--- src/rtl/fifo_uart_tx.sv ---
// fifo_uart_tx: drains words from a first-word-fall-through FIFO read port
// and sends each one as an asynchronous serial frame:
// start bit, DSIZE data bits LSB first, optional parity bit, 1 or 2 stop bits.
module fifo_uart_tx #(
  parameter int DSIZE        = 8,
  parameter int CLKS_PER_BIT = 16,
  parameter int PARITY       = 0,   // 0 none, 1 even, 2 odd
  parameter int STOP_BITS    = 1    // 1 or 2
) (
  input  logic             rclk,
  input  logic             rst_n,
  input  logic             rempty,
  input  logic [DSIZE-1:0] rdata,
  output logic             rinc,
  input  logic             tx_en,
  output logic             txd,
  output logic             busy,
  output logic [15:0]      frames_sent
);

  localparam int CW = (CLKS_PER_BIT > 1) ? $clog2(CLKS_PER_BIT) : 1;
  localparam int IW = (DSIZE > 1) ? $clog2(DSIZE) : 1;

  typedef enum logic [2:0] {IDLE, START, DATA, PAR, STOP} state_t;

  state_t           state;
  logic [CW-1:0]    bit_cnt;    // cycles elapsed within the current line bit
  logic [IW-1:0]    bit_idx;    // data bit being sent
  logic             stop_idx;   // stop bit being sent
  logic [DSIZE-1:0] shift_reg;  // captured word, shifted right per data bit
  logic             par_bit;    // parity of the captured word, fixed at capture
  logic [DSIZE-1:0] shift_nxt;
  logic             bit_end;
  logic             last_stop;
  logic             load;

  assign shift_nxt = shift_reg >> 1;
  assign bit_end   = (bit_cnt == CW'(CLKS_PER_BIT - 1));
  assign last_stop = (state == STOP) && bit_end && (stop_idx == 1'(STOP_BITS - 1));

  // The pop strobe is decoded combinationally so it lands in the very cycle the
  // head word is captured; a registered strobe would pop one cycle late.
  // Gating with rst_n keeps the FIFO untouched while reset is held.
  assign load = rst_n && tx_en && !rempty && ((state == IDLE) || last_stop);
  assign rinc = load;

  // Frame sequencer: state, bit timing, shift register and registered line outputs.
  // NOTE: all sequential state uses non-blocking assignments so every register
  // samples pre-edge values; blocking here would create order-dependent races.
  always_ff @(posedge rclk or negedge rst_n) begin
    if (!rst_n) begin
      state       <= IDLE;
      bit_cnt     <= '0;
      bit_idx     <= '0;
      stop_idx    <= 1'b0;
      shift_reg   <= '0;
      par_bit     <= 1'b0;
      txd         <= 1'b1;
      busy        <= 1'b0;
      frames_sent <= '0;
    end else begin
      case (state)
        IDLE: begin
          bit_cnt <= '0;
          if (load) begin
            shift_reg <= rdata;
            par_bit   <= (^rdata) ^ (PARITY == 2);
            bit_idx   <= '0;
            state     <= START;
            txd       <= 1'b0;
            busy      <= 1'b1;
          end
        end

        START: begin
          if (bit_end) begin
            bit_cnt <= '0;
            bit_idx <= '0;
            state   <= DATA;
            txd     <= shift_reg[0];
          end else begin
            bit_cnt <= bit_cnt + CW'(1);
          end
        end

        DATA: begin
          if (bit_end) begin
            bit_cnt <= '0;
            if (bit_idx == IW'(DSIZE - 1)) begin
              if (PARITY != 0) begin
                state <= PAR;
                txd   <= par_bit;
              end else begin
                state    <= STOP;
                stop_idx <= 1'b0;
                txd      <= 1'b1;
              end
            end else begin
              bit_idx   <= bit_idx + IW'(1);
              shift_reg <= shift_nxt;
              txd       <= shift_nxt[0];
            end
          end else begin
            bit_cnt <= bit_cnt + CW'(1);
          end
        end

        PAR: begin
          if (bit_end) begin
            bit_cnt  <= '0;
            state    <= STOP;
            stop_idx <= 1'b0;
            txd      <= 1'b1;
          end else begin
            bit_cnt <= bit_cnt + CW'(1);
          end
        end

        STOP: begin
          if (bit_end) begin
            bit_cnt <= '0;
            if (last_stop) begin
              frames_sent <= frames_sent + 16'd1;
              if (load) begin
                // Back-to-back: next frame starts with no idle gap.
                shift_reg <= rdata;
                par_bit   <= (^rdata) ^ (PARITY == 2);
                bit_idx   <= '0;
                state     <= START;
                txd       <= 1'b0;
              end else begin
                state <= IDLE;
                txd   <= 1'b1;
                busy  <= 1'b0;
              end
            end else begin
              stop_idx <= stop_idx + 1'b1;
            end
          end else begin
            bit_cnt <= bit_cnt + CW'(1);
          end
        end

        default: begin
          state <= IDLE;
          txd   <= 1'b1;
          busy  <= 1'b0;
        end
      endcase
    end
  end

endmodule

--- config.mk ---
export PLATFORM = sky130hd
export DESIGN_NAME = fifo_uart_tx
export DESIGN_NICKNAME = d
export VERILOG_FILES = /design/src/rtl/fifo_uart_tx.sv
export SDC_FILE = /design/constraint.sdc
export NUM_CORES = 1
export LEC_CHECK = 0
export CAP_MARGIN = 20
export CORE_MARGIN = 2
export CORE_UTILIZATION = 53
export DETAILED_ROUTE_END_ITERATION = 7
export PLACE_DENSITY = 0.81
export SETUP_SLACK_MARGIN = 0.2
export SLEW_MARGIN = 20
export SYNTH_ARGS = -nofsm -noshare
export SYNTH_HDL_FRONTEND = slang
export SYNTH_SLANG_ARGS = --single-unit
--- constraint.sdc ---
create_clock -name rclk -period 2.65 [get_ports rclk]
set_clock_uncertainty 0.2 [all_clocks]
set_input_delay 0.265 -clock rclk [delete_from_list [all_inputs] [get_ports rclk]]
set_output_delay 0.265 -clock rclk [all_outputs]
set_load 0.005 [all_outputs]
==> impl_metrics.yaml <==
pwr:
  ir_drop_mv: 0.463
  p_total_mw: 1.88
  p_leak_nw: 1.10
  powerDensity_nw_per_um2: 768
detailed_routing:
  drtIter0Drc: 105
  ant_nets: 0
  vias_per_cell: 5.78
  drcViolationCount: 0
  drtPass1Iterations: 4
  num_vias: 1462
  routedWlPerCell_um: 14.9
  routed_wl_um: 3760
die:
  start_util_pct: 56.7
  die_w_um: 64.5
  num_rows: 21
  die_h_um: 64.5
  io_pins: 31
  core_um2: 3420
  dieArea_um2: 4150
place:
  dp_cells: 240
  placed_area_um2: 2290
  gp_congestion: 0.781
  place_hpwl_um: 2580
  portBuffers: 30
yosys:
  synth_top_cell_area_share_pct: 46.5
  yosysWarningCount: 0
  synth-seq-area-share_pct: 47.9
  yosys.area.top_type: "dfrtp_1"
  synth-seq-cells: 37
  synth_common_cells: "dfrtp_1 (36), xnor2_1 (12), nand2_1 (11)"
  synth_cells: 166
  ys_top_cells_by_area: "dfrtp_1 (47%), mux2_4 (6.2%), xnor2_1 (5.4%), mux2_2 (4.7%), nor4_4 (3.3%)"
  syn_area_per_cell_um2: 11.7
  yosysMostFrequentCell: "dfrtp_1"
  syn_area_um2: 1940
  synth_edf_count: 0
  async_flop_share_pct: 100
  synth.net_count: 182
  ys_types: 46
  synth_flop_cell: "dfrtp_1"
worst_setup_path:
  worstPathRequired_ns: 2.18
  startpoint_type: "flop"
  critPathKind: "reg -> out"
  crit_fanout: 5
  crit_arrival_ns: 1.92
  cp-end-kind: "output port"
run_status:
  status: "complete, no violations"
global_route:
  grt_max_degree: 38
  grt_overflow_total: 0
  antenna_found_initial: 0
  first_global_vias: 1443
  grt_util_all_layers_pct: 19.9
  grt_pass1_wl_um: 6430
timing:
  worstMarginPinSlew_ns: 0.451
  post-route-min-period_ns: 2.38
  fmax_ghz: 0.420
  rsz0062_at_grt: "false"
  max_slew_margin_pct: 69.9
  finalSetupViolCount: 0
  slew_viol_final: 0
  hold_violations: 0
  setup_tns_ns: 0
  fin_crit_sh_pct: 89.9
finish:
  nets: 222
  fin_area_um2: 2450
  fin_cells: 253
  area_delta_synth_final_pct: 26.3
  layout-drive-gt1-share_pct: 21.3
  register_area_um2: 927
  nFillCells: 227
  largest_register_ffs: 16
  antenna_cells: 0
  multiInputGateArea_um2: 987
clock_network:
  cts.clk_slew.worst_paths_ns: 0.13
  cts_tree: "built"
  cts_root_buffer: "clkbuf_4"
  htreeDepth: 2
  ctsHoldBuffers: 0
  clkLatencyLatePin_ns: 0.35
  clock_path_buffers: 2
  numCtsBuffers: 5
  cts_sinks: 37
flow_run:
  drv_cap: 0
min_path:
  min_path_type: "in -> async"
==> cell families after synthesis <==
family                     after synthesis  synth area share (%)
DFF                                     37                  47.9
xor gates and xnor gates                16                  7.23
and+or+nand+nor                         56                  18.8
buffers and inverters                    7                  1.81
AOI/OAI and AO/OA                       28                  9.76
adders and majority gates                4                  2.58
muxes                                   18                  12.0
==> repair_timing <==
action                     CTS  global route
setup endpoints to repair    1             1
pin swaps                    0             1
gates resized for setup      2             0
buffers inserted             1             4
==> per-layer routing <==
metal  vias up  wire [um]  global-route usage [%]
met5         -          0                       0
met4         0         15                    6.65
met3         2        233                    5.38
met2        63       1890                    33.7
met1       713       1620                    24.8
li1        684          -                       -
==> placed cells by master, fill, tap and decap left out, types with 3 or more instances in the layout <==
cell type,instances
mux2_2,8
dfrtp_1,36
nor3_1,3
and3_1,4
clkbuf_4,5
a21oi_1,5
clkdlybuf4s50_1,30
nor2b_1,3
nand3_1,10
nand2_1,11
ha_1,3
o21ai_1,3
mux2_4,8
xor2_1,4
nor2_1,7
xnor2_1,12
buf_4,8
nor4_4,3
nand4_1,4
o21ai_0,6
==> layout make-up <==
class / count / area share [%]
tap: 46 / 2.35
clock inverter: 3 / 2.81
clock buffer: 5 / 1.53
multi-input combinational: 122 / 40.4
timing repair buffer: 38 / 14.7
sequential: 37 / 37.9
inverter: 2 / 0.307
==> where the power goes <==
part / internal [mW] / switching (mW)
combinational: 0.322 / 0.260
sequential: 0.682 / 0.121
clock: 0.297 / 0.197
==> through the flow <==
step / hold slack (ns) / utilization (%) / setup slack (ns)
after floorplan: -0.231 / - / 0.598
after global placement: 0.261 / 67.0 / 0.421
after detailed placement: 0.287 / 67.0 / 0.427
after CTS: 0.169 / 70.7 / 0.219
after global routing: 0.193 / 71.6 / 0.194
final: 0.165 / 71.6 / 0.267
==> critical path, stage by stage, from the launching register on <==
cell and delay [ns]:
dfrtp_1 0.43, ha_4 0.18, and4b_4 0.27, o211a_4 0.20, clkdlybuf4s50_1 0.50
==> final timing paths <==
path / from / endpoint / slack [ns] / cells after the start
setup / recovery: bit_cnt[1]$_DFFE_PN0P_ / rinc / 0.27 / 4
hold / removal: rst_n / state[1]$_DFFE_PN0P_ / 0.16 / 2
setup reg to reg: state[2]$_DFFE_PN0P_ / shift_reg[3]$_DFFE_PN0P_ / 0.58 / 4
hold reg to reg: frames_sent[15]$_DFFE_PN0P_ / frames_sent[15]$_DFFE_PN0P_ / 0.30 / 1
max in group asynchronous: rst_n / txd$_DFFE_PN1P_ / 1.73 / 2
min in group rclk: frames_sent[15]$_DFFE_PN0P_ / frames_sent[15]$_DFFE_PN0P_ / 0.30 / 1
No activity file was read; power rests on OpenSTA's default activity.
